**src/rtl/audio_seq_pkg.sv**
```systemverilog
// Shared definitions for the audio note sequencer: FSM states, parameter
// defaults and counter sizing helper.
package audio_seq_pkg;

  typedef enum logic [2:0] {IDLE, LOAD, PLAY, GAP, DONE} state_t;

  localparam int TICK_CYCLES_DEF = 50000;
  localparam int PITCH_UNIT_DEF  = 64;
  localparam int DEPTH_DEF       = 4;

  // Bits needed for a counter that runs 0 .. n-1.
  function automatic int cnt_w(input int n);
    return (n <= 2) ? 1 : $clog2(n);
  endfunction

endpackage

```
**src/rtl/audio_note_fifo.sv**
```systemverilog
// First-word-fall-through note queue; a push while full is accepted only
// when a pop frees the slot in the same cycle.
module audio_note_fifo
  import audio_seq_pkg::*;
#(
  parameter int DEPTH = DEPTH_DEF
) (
  input  logic        clk,
  input  logic        reset,
  input  logic        push,
  input  logic        pop,
  input  logic [15:0] din,
  output logic [15:0] dout,
  output logic        full,
  output logic        empty,
  output logic        last
);

  localparam int AW = $clog2(DEPTH);

  logic [15:0] mem [DEPTH];
  logic [AW:0] wr_ptr;
  logic [AW:0] rd_ptr;
  logic [AW:0] fill;
  logic        wr_en;
  logic        rd_en;

  // Pointers carry one extra wrap bit so full and empty are distinguishable.
  assign fill  = wr_ptr - rd_ptr;
  assign empty = (wr_ptr == rd_ptr);
  assign full  = (wr_ptr[AW] != rd_ptr[AW]) && (wr_ptr[AW-1:0] == rd_ptr[AW-1:0]);
  assign last  = (fill == (AW+1)'(1));
  assign rd_en = pop && !empty;
  assign wr_en = push && (!full || rd_en);
  assign dout  = mem[rd_ptr[AW-1:0]];

  always_ff @(posedge clk) begin
    if (reset) begin
      wr_ptr <= '0;
      rd_ptr <= '0;
    end else begin
      if (wr_en) wr_ptr <= wr_ptr + 1'b1;
      if (rd_en) rd_ptr <= rd_ptr + 1'b1;
    end
  end

  always_ff @(posedge clk) begin
    if (wr_en) mem[wr_ptr[AW-1:0]] <= din;
  end

endmodule

```
**src/rtl/audio_sequencer.sv**
```systemverilog
// Plays queued {pitch, duration} notes as a square wave, inserting a one-tick
// gap after each note and pulsing cont once the queue has drained.
module audio_sequencer
  import audio_seq_pkg::*;
#(
  parameter int TICK_CYCLES = TICK_CYCLES_DEF,
  parameter int PITCH_UNIT  = PITCH_UNIT_DEF,
  parameter int DEPTH       = DEPTH_DEF
) (
  input  logic       clk,
  input  logic       reset,
  input  logic       push,
  input  logic [7:0] note_pitch,
  input  logic [7:0] note_dur,
  input  logic       tempo_we,
  input  logic       play,
  output logic       speaker,
  output logic       cont,
  output logic       busy,
  output logic       full,
  output logic       empty,
  output logic       overflow
);

  localparam int TW = cnt_w(TICK_CYCLES);
  localparam int PW = cnt_w(255 * PITCH_UNIT);

  state_t        state;
  logic [15:0]   head;
  logic          pop;
  logic          last;
  logic          more;
  logic [7:0]    pitch_r;
  logic [7:0]    dur_r;
  logic [7:0]    tempo;
  logic [7:0]    tempo_cur;
  logic [7:0]    tempo_cnt;
  logic [7:0]    dur_cnt;
  logic [TW-1:0] tick_cnt;
  logic [PW-1:0] phase_cnt;
  logic [PW-1:0] half_period;
  logic          tick_end;
  logic          play_end;

  audio_note_fifo #(.DEPTH(DEPTH)) u_fifo (
    .clk   (clk),
    .reset (reset),
    .push  (push),
    .pop   (pop),
    .din   ({note_pitch, note_dur}),
    .dout  (head),
    .full  (full),
    .empty (empty),
    .last  (last)
  );

  assign pop         = (state == LOAD);
  // After this LOAD's pop the queue still holds a note, or one arrives now.
  assign more        = !last || push;
  assign half_period = PW'(pitch_r) * PW'(PITCH_UNIT);
  assign tick_end    = (tick_cnt == TW'(TICK_CYCLES - 1));
  assign play_end    = tick_end && (tempo_cnt == tempo_cur) && (dur_cnt == dur_r - 8'd1);

  always_ff @(posedge clk) begin
    if (state == LOAD) begin
      pitch_r   <= head[15:8];
      dur_r     <= head[7:0];
      tempo_cur <= tempo;
    end
  end

  always_ff @(posedge clk) begin
    if (reset) begin
      state     <= IDLE;
      speaker   <= 1'b0;
      cont      <= 1'b0;
      busy      <= 1'b0;
      overflow  <= 1'b0;
      tempo     <= '0;
      tick_cnt  <= '0;
      tempo_cnt <= '0;
      dur_cnt   <= '0;
      phase_cnt <= '0;
    end else begin
      if (tempo_we) tempo <= note_pitch;
      if (push && full && !pop) overflow <= 1'b1;
      case (state)
        IDLE: begin
          if (play) begin
            busy  <= 1'b1;
            state <= empty ? DONE : LOAD;
            cont  <= empty;
          end
        end
        LOAD: begin
          tick_cnt  <= '0;
          tempo_cnt <= '0;
          dur_cnt   <= '0;
          phase_cnt <= '0;
          if (head[7:0] == 8'd0) begin
            state <= more ? LOAD : DONE;
            cont  <= !more;
          end else begin
            state   <= PLAY;
            speaker <= (head[15:8] != 8'd0);
          end
        end
        PLAY: begin
          if (play_end) begin
            state    <= GAP;
            speaker  <= 1'b0;
            tick_cnt <= '0;
          end else begin
            if (tick_end) begin
              tick_cnt <= '0;
              if (tempo_cnt == tempo_cur) begin
                tempo_cnt <= '0;
                dur_cnt   <= dur_cnt + 8'd1;
              end else begin
                tempo_cnt <= tempo_cnt + 8'd1;
              end
            end else begin
              tick_cnt <= tick_cnt + 1'b1;
            end
            if (pitch_r != 8'd0) begin
              if (phase_cnt == half_period - PW'(1)) begin
                phase_cnt <= '0;
                speaker   <= ~speaker;
              end else begin
                phase_cnt <= phase_cnt + 1'b1;
              end
            end
          end
        end
        GAP: begin
          if (tick_end) begin
            tick_cnt <= '0;
            state    <= empty ? DONE : LOAD;
            cont     <= empty;
          end else begin
            tick_cnt <= tick_cnt + 1'b1;
          end
        end
        DONE: begin
          state <= IDLE;
          cont  <= 1'b0;
          busy  <= 1'b0;
        end
        default: begin
          state   <= IDLE;
          speaker <= 1'b0;
          cont    <= 1'b0;
          busy    <= 1'b0;
        end
      endcase
    end
  end

endmodule

```
**config.mk**
```make
export PLATFORM = sky130hd
export DESIGN_NAME = audio_sequencer
export DESIGN_NICKNAME = d
export VERILOG_FILES = /design/src/rtl/audio_seq_pkg.sv /design/src/rtl/audio_note_fifo.sv /design/src/rtl/audio_sequencer.sv
export SDC_FILE = /design/constraint.sdc
export NUM_CORES = 1
export LEC_CHECK = 0
export BUFFER_PORTS_ARGS = -buffer_cell sky130_fd_sc_hd__buf_2
export CAP_MARGIN = 30
export CORE_UTILIZATION = 40
export DETAILED_ROUTE_END_ITERATION = 6
export PLACE_DENSITY = 0.66
export REMOVE_ABC_BUFFERS = 1
export SLEW_MARGIN = 20
export SYNTH_ARGS = -nofsm -noshare
export SYNTH_HDL_FRONTEND = slang
export SYNTH_SLANG_ARGS = --single-unit
```
**constraint.sdc**
```tcl
create_clock -name clk -period 8 [get_ports clk]
set_clock_uncertainty 0.15 [all_clocks]
set_input_delay 0.4 -clock clk [delete_from_list [all_inputs] [get_ports clk]]
set_output_delay 0.4 -clock clk [all_outputs]
set_load 0.03 [all_outputs]
```
==> impl_metrics.toml, run 1 <==
[pwr]
ir_drop_v = 0.0002070
cellPowerDensity_mw_per_mm2 = 245.3
power.static_leakage_nw = 2.757

[clock_tree]
post-cts-setup-buffers = 0
tritoncts = "built"
hold_bufs_at_cts = 0
cts_buffer_depth = 2
cts_htree_levels = 4
tritoncts_num_sinks = 157
clk_root_buffer_cell = "clkbuf_16"
path_clk_slew_ns = 0.06
worstSkewPairLatency_ns = 0.43
cts_made_buffers = 17
post_cts_resize_count = 0

[sta]
setup_viol_count_final = 0
timing_worst_slew_pin_value_ns = 0.8551
max_slew_margin_vs_limit_pct = 42.99
hold_violations = 0
final.period_utilization_pct = 41.09
fin_tns_setup_ns = 0
final_max_slew_viols = 0
final_period_minus_worst_setup_slack_ns = 3.287
grt_setup_unrepaired = "no"
maxClockFrequency_mhz = 304.2

[route]
avgRoutedWirePerCell_um = 16.41
drtPass1Iterations = 5
detail_route.iter0.violations = 244
drc = 0
final_antenna_net_count = 0
routed_wirelength_um = 14350
via_count = 4828
detail_route.vias_per_cell = 5.524

[grt]
grt_first_pass_wirelength_um = 23670
grt_max_degree = 57
initial_antenna_violation_count = 0
track_usage_pct = 16.59
grt_overflow_total = 0
vias_in_the_first_global_route = 4783

[yosys]
synth_ff_type = "edfxtp_1"
seq_area_frac_synth_pct = 55.80
number_of_enable_flip_flop_cells_after_synthesis = 88
ys_async_sr_fraction_pct = 0
ys_seq_elements = 157
synth.avg_cell_area_um2 = 11.74
synth_cells = 614
syn-cell-area_mm2 = 0.007211
yosys.cell_types.count = 71
ys.warnings.count = 0

[placement]
portBuffers = 26
place_area_mm2 = 0.007523
hpwlAfterDp_um = 9671
place.gp.congestion = 0.7712

[floorplanning]
placeableCoreArea_mm2 = 0.01748
die_height_um = 136.3
initial_utilization_pct = 41.26
row_count = 48
dieWidth_um = 136.3
ioPinCount = 27
die_area_mm2 = 0.01857

[finish]
syn_to_final_growth_pct = 12.32
seqCellArea_mm2 = 0.004024
finish.instance_area_mm2 = 0.008099
layout.nets = 671
insertedDiodeCount = 0
final_cell_mix = "edfxtp_1, dfxtp_1, nor2_1"
layout.filler_cells = 1518
final_layout_size_suffix_gt1_share_pct = 15.10
mostFrequentLayoutCell = "edfxtp_1"
footprint_of_the_multi_input_gates_mm2 = 0.002975
largest_register_ffs = 64

[setup_path]
worstPathArrival_ns = 3.42
cpPeakStageDelay_ns = 0.74
worstPathRequired_ns = 8.13
timing_worst_setup_path_type = "register to register"
cp-end-kind = "register"
ordered_cell_list_for_the_critical_path = "or4_1 -> a2111oi_0 -> nor3_1 -> nor4_2 -> nor2_1 -> nand2_2 -> o32ai_1"
timing.critical_path.from_type = "register"
critical_path.max_fanout = 10
timing.critical_path.slowest_stage_cell = "nor4_2"

[hold_path]
min-delay-path-class = "primary input to register"

[outcome]
run_status = "complete, no violations"

[flow_run]
drv.max_cap_violation_count = 0
[power by group]
part	internal [mW]	leakage [nW]	switching [mW]	total, mW
registers	0.905	1.37	0.0345	0.940
clock network	0.463	0.270	0.332	0.795
logic	0.0901	1.12	0.162	0.252
[worst max-delay path: cells and delay by family, from the launching register on]
family	cells	cell delay, ns
DFF	1	0.43
and+or+nand+nor	5	2.07
AOI/OAI and AO/OA	2	0.50
[cell usage after synthesis, types with 3 or more instances]
cell	instances	share of area, %
nand3_1	23	1.6
nor2b_1	3	0.26
ha_1	13	2.3
o21ai_1	12	0.83
buf_6	5	0.78
nand4b_1	4	0.49
and2_1	11	0.95
a31oi_1	4	0.35
nand2_1	29	1.5
and3_1	16	1.4
xor2_1	18	2.2
a21oi_2	3	0.36
o21ai_0	14	0.97
inv_1	18	0.94
a32o_1	4	0.56
xnor2_1	24	2.9
or3_1	7	0.61
or4_1	7	0.73
o21ai_2	3	0.36
nand2b_1	5	0.43
nor3b_1	6	0.62
a21oi_1	28	1.9
o211ai_1	5	0.52
mux4_2	16	5.0
edfxtp_1	88	37
nor3_1	13	0.90
dfxtp_1	69	19
or2_2	3	0.26
mux2i_1	9	1.2
nor2_1	57	3.0
nand4_1	17	1.5
nor4_1	7	0.61
a21o_1	3	0.31
clkbuf_1	19	0.99
o32ai_1	7	0.85
[metrics by stage]
stage	worst slack [ns]	utilization, %	total power [mW]	hold slack (ns)	instances
2_1_floorplan	3.213	-	1.128	0.2576	586
3_3_place_gp	4.785	42.88	1.194	0.2668	839
3_5_place_dp	4.688	43.05	1.209	0.2724	842
4_1_cts	4.678	46.34	1.996	0.02231	874
5_1_grt	4.342	46.34	2.056	0.02715	874
6_report	4.713	46.34	1.987	0.03404	874
[worst paths after layout]
kind	to	cells past startpoint	slack, ns	start
setup / recovery	phase_cnt[12]	7	4.71	pitch_r[0]
hold / removal	u_fifo.mem[0][6]	1	0.03	note_dur[6]
setup reg to reg	phase_cnt[12]	7	4.71	pitch_r[0]
hold reg to reg	tempo_cur[2]	0	0.28	tempo[2]
[cell families after synthesis]
kind of cell,synth area share [%]
flip-flops,55.80
buffers and inverters,3.002
multiplexers,6.247
AO/OA/AOI/OAI,10.72
AND/OR/NAND/NOR,16.59
adder cells (fa/ha/maj),2.533
XOR/XNOR,5.101
[routing by layer]
metal | wire, µm | up-vias | track usage (%) | part of all wire [%]
met2 | 7179 | 98 | 28.48 | 50
met5 | 0 | - | 0 | 0
met1 | 6538 | 2355 | 20.10 | 46
met4 | 217 | 0 | 6.605 | 1.5
met3 | 410 | 17 | 3.691 | 2.9
li1 | - | 2358 | - | -
[cell type report]
type                    instances  share of cell area (%)
flip-flops and latches        157                   49.68
multi-input cells             411                   36.74
clock buffers                  20                   5.392
well taps                     225                   3.476
repair buffers                 31                   2.163
clock inverters                12                   1.715
inverters                      18                  0.8342
Note: power is estimated with default switching activity, not from simulation.
==> inputs of run 2 (changes only) <==
==> constraint.sdc (replaced) <==
create_clock -name clk -period 3.25 [get_ports clk]
set_clock_uncertainty 0.15 [all_clocks]
set_input_delay 0.1625 -clock clk [delete_from_list [all_inputs] [get_ports clk]]
set_output_delay 0.1625 -clock clk [all_outputs]
set_load 0.03 [all_outputs]
==> impl_metrics.toml, run 2 (same netlist as run 1, synthesis figures left out) <==
[pwr]
total_power_of_the_final_layout_mw = 4.885
power.static_leakage_nw = 2.916
cellPowerDensity_mw_per_mm2 = 581.5
ir_drop_v = 0.0004307

[sta]
grt_setup_unrepaired = "no"
final.period_utilization_pct = 93.94
fin_tns_setup_ns = 0
maxClockFrequency_mhz = 327.5
hold_ws_ns = 0.03565
timing_worst_slew_pin_value_ns = 0.7674
final_max_slew_viols = 0
max_slew_margin_vs_limit_pct = 48.84
final_period_minus_worst_setup_slack_ns = 3.053
hold_violations = 0
setup_viol_count_final = 0

[route]
detail_route.vias_per_cell = 5.555
avgRoutedWirePerCell_um = 16.28
drtPass1Iterations = 5
routed_wirelength_um = 14750
via_count = 5033
detail_route.iter0.violations = 266
final_antenna_net_count = 0
drc = 0

[finish]
insertedDiodeCount = 0
finish.instance_area_mm2 = 0.008401
layout.nets = 703
largest_register_ffs = 64
mostFrequentLayoutCell = "edfxtp_1"
final_layout_size_suffix_gt1_share_pct = 17.03
syn_to_final_growth_pct = 16.50
final_cell_mix = "edfxtp_1, dfxtp_1, nor2_1"

[grt]
track_usage_pct = 16.88
grt_overflow_total = 0
initial_antenna_violation_count = 0
grt_max_degree = 36
vias_in_the_first_global_route = 4913
grt_first_pass_wirelength_um = 24150

[clock_tree]
clk_root_buffer_cell = "clkbuf_16"
cts_buffer_depth = 2
path_clk_slew_ns = 0.06
cts_htree_levels = 4
worstSkewPairLatency_ns = 0.42
cts_made_buffers = 17
tritoncts = "built"
tritoncts_num_sinks = 157

[floorplanning]
placeableCoreArea_mm2 = 0.01748
die_height_um = 136.3
die_area_mm2 = 0.01857
ioPinCount = 27
dieWidth_um = 136.3
row_count = 48
initial_utilization_pct = 41.26

[placement]
place.gp.congestion = 0.7931
portBuffers = 26
hpwlAfterDp_um = 10000
place_area_mm2 = 0.007611

[setup_path]
timing.critical_path.from_type = "register"
worstPathRequired_ns = 3.43
timing_worst_setup_path_type = "register to register"
critical_path.max_fanout = 22
cp-end-kind = "register"
worstPathArrival_ns = 3.24

[flow_run]
drv.max_cap_violation_count = 0

[hold_path]
min-delay-path-class = "primary input to register"

[outcome]
run_status = "complete, no violations"
run 2: cell type report:
type	instances	area, µm²
Clock buffer	20	456.7
Clock inverter	12	111.4
Fill cell	1489	9076
Inverter	18	67.56
Multi-Input combinational cell	411	2982
Sequential cell	157	4024
Tap cell	225	281.5
Timing Repair Buffer	63	478.0
run 2: critical path, cell delays in order, from the launching register on:
cell,delay [ns]
edfxtp_1,0.49
inv_1,0.10
ha_1,0.31
o21bai_1,0.15
a2111oi_0,0.10
a311o_1,0.34
o2111ai_4,0.37
a21oi_4,0.10
buf_12,0.17
or4_1,0.49
a21oi_1,0.20
run 2: repair_timing:
action                     in CTS  in global routing
gates resized for setup         0                  1
setup buffers                   0                  3
hold endpoints to repair       74                  0
setup endpoints to repair       0                  6
hold buffers                   18                  0
run 2: layer usage:
metal	wire (µm)	track usage, %
met5	0	0
met4	286	7.284
met3	366	2.946
met2	7547	29.36
met1	6546	20.42
run 2: worst paths after layout:
path / start / endpoint / slack (ns) / cells after the start
min: tempo_we / tempo[4] / 0.04 / 3
max: dur_r[0] / dur_cnt[0] / 0.20 / 10
max reg2reg: dur_r[0] / dur_cnt[0] / 0.20 / 10
min reg2reg: tempo[0] / tempo_cur[0] / 0.29 / 0
run 2: stage by stage:
step / utilization (%) / setup slack (ns) / cells
after floorplan: - / -1.537 / 586
after global placement: 43.51 / 0.2084 / 852
after detailed placement: 43.55 / 0.1505 / 853
after CTS: 47.83 / 0.1095 / 903
after global routing: 48.07 / 0.02585 / 906
final: 48.07 / 0.1969 / 906
run 2: power breakdown:
group,total [mW],leakage [nW],internal (mW),switching [mW]
clock,1.89,0.273,1.10,0.788
sequential,2.31,1.37,2.23,0.0802
combinational,0.690,1.28,0.278,0.413
==> inputs of run 3 (changes only) <==
--- a/config.mk
+++ b/config.mk
@@ -5,7 +5,7 @@
 export SDC_FILE = /design/constraint.sdc
 export NUM_CORES = 1
 export LEC_CHECK = 0
-export BUFFER_PORTS_ARGS = -buffer_cell sky130_fd_sc_hd__buf_2
+export BUFFER_PORTS_ARGS = -buffer_cell sky130_fd_sc_hd__buf_4
 export CAP_MARGIN = 30
 export CORE_UTILIZATION = 40
 export DETAILED_ROUTE_END_ITERATION = 6
==> impl_metrics.toml, run 3 (same netlist as run 1, synthesis figures left out) <==
[clock_tree]
path_clk_slew_ns = 0.06
tritoncts = "built"
worstSkewPairLatency_ns = 0.43
tritoncts_num_sinks = 157
cts_htree_levels = 4
cts_made_buffers = 17
clk_root_buffer_cell = "clkbuf_16"
cts_buffer_depth = 2

[sta]
maxClockFrequency_mhz = 321.6
worst_slack_ns = 0.1409
grt_setup_unrepaired = "no"
hold_ws_ns = 0.2901
hold_violations = 0
final.period_utilization_pct = 95.67
setup_viol_count_final = 0
final_max_slew_viols = 0
max_slew_margin_vs_limit_pct = 62.56
final_period_minus_worst_setup_slack_ns = 3.109
timing_worst_slew_pin_value_ns = 0.5538

[grt]
vias_in_the_first_global_route = 5082
initial_antenna_violation_count = 0
track_usage_pct = 17.07
grt_overflow_total = 0
grt_first_pass_wirelength_um = 24480
grt_max_degree = 36

[finish]
insertedDiodeCount = 0
syn_to_final_growth_pct = 17.86
largest_register_ffs = 64
layout.nets = 708
finish.instance_area_mm2 = 0.008498
final_layout_size_suffix_gt1_share_pct = 16.91
final_util_pct = 48.63
final_cell_mix = "edfxtp_1, dfxtp_1, nor2_1"
mostFrequentLayoutCell = "edfxtp_1"

[route]
detail_route.vias_per_cell = 5.502
routed_wirelength_um = 14790
detail_route.iter0.violations = 281
drc = 0
final_antenna_net_count = 0
avgRoutedWirePerCell_um = 16.24
drtPass1Iterations = 7
via_count = 5012

[floorplanning]
ioPinCount = 27
die_height_um = 136.3
dieWidth_um = 136.3
placeableCoreArea_mm2 = 0.01748
initial_utilization_pct = 41.26
die_area_mm2 = 0.01857
row_count = 48

[pwr]
power.share.switching_pct = 27.01
seq_power_share_pct = 47.1
power.static_leakage_nw = 2.947
ir_drop_v = 0.0004790
cell_internal_pwr_mw = 3.581
comb_power_share_pct = 14.1
clkPwrFrac_pct = 38.8
cellPowerDensity_mw_per_mm2 = 577.3
netSwitchingPower_mw = 1.325

[setup_path]
critical_path.max_fanout = 14
critical-path-top-delay-family = "simple AND/OR/NAND/NOR gates"
cpPeakStageDelay_ns = 0.60
cp-end-kind = "register"
timing.critical_path.slowest_stage_cell = "or4_4"
ordered_cell_list_for_the_critical_path = "or4b_1 -> or4_4 -> nor4_4 -> o2111ai_4 -> a21oi_4 -> a21oi_1 -> o32ai_1"
timing_worst_setup_path_type = "register to register"
crit_buf_inv = 0
worstPathArrival_ns = 3.29
timing.critical_path.from_type = "register"
worstPathRequired_ns = 3.43

[placement]
place_area_mm2 = 0.007671
portBuffers = 26
hpwlAfterDp_um = 10080
preCtsSetupSlack_ns = 0.1046
place.gp.congestion = 0.7633

[hold_path]
min-delay-path-class = "register to register"

[outcome]
run_status = "complete, no violations"

[flow_run]
drv.max_cap_violation_count = 0
## run 3: cell types whose count changed in the layout (fill, tap and decap cells not counted), sizes merged
cell,before,now
clkinvlp,3,4
clkinv,5,2
dlygate4sd3,18,22
clkbuf,20,19
buf,45,46
inv,21,24
## run 3: path summary, 6_finish.rpt
kind	from	end	slack [ns]	cells after the start
worst max-delay path	tick_cnt[7]	phase_cnt[10]	0.14	7
worst max register to register	tick_cnt[7]	phase_cnt[10]	0.14	7
worst min-delay path	tempo[4]	tempo_cur[4]	0.29	0
worst min register to register	tempo[4]	tempo_cur[4]	0.29	0
## run 3: stage by stage
| step | instances | power (mW) | TNS (ns) |
|---|---|---|---|
| after floorplan | 586 | 2.776 | -137.51 |
| after detailed placement | 854 | 3.009 | 0 |
| after CTS | 908 | 4.919 | 0 |
| after global placement | 854 | 2.982 | 0 |
| final | 911 | 4.906 | 0 |
| after global routing | 911 | 5.087 | 0 |
## run 3: what timing repair did
| action | in CTS | in global routing |
|---|---|---|
| endpoints found under the hold margin | 77 | 0 |
| gates resized for setup | 0 | 1 |
| buffers inserted | 0 | 3 |
| endpoints found under the setup margin | 0 | 6 |
| hold buffers | 22 | 0 |
## run 3: area by class of cell
cell class	count	area, µm²
Timing Repair Buffer	68	578.1
Multi-Input combinational cell	411	2982
Tap cell	225	281.5
Clock buffer	19	432.9
Fill cell	1485	8979
Sequential cell	157	4024
Clock inverter	13	132.6
Inverter	18	67.56
## run 3: layer usage
metal  track usage (%)  part of all wire [%]  wire length [µm]
met5                 0                     0                 0
met4             6.790                   1.6               237
met3             4.064                   3.3               483
met2             30.46                    52              7672
met1             19.53                    43              6397
## run 3: power by group through the flow
| stage | Clock [mW] | Combinational [mW] | Sequential (mW) |
|---|---|---|---|
| finish | 1.90 | 0.694 | 2.31 |
| global route | 2.00 | 0.761 | 2.32 |
| CTS | 1.93 | 0.679 | 2.31 |
| detailed placement | 0 | 0.656 | 2.35 |
| global placement | 0 | 0.635 | 2.35 |
| floorplan | 0 | 0.417 | 2.36 |
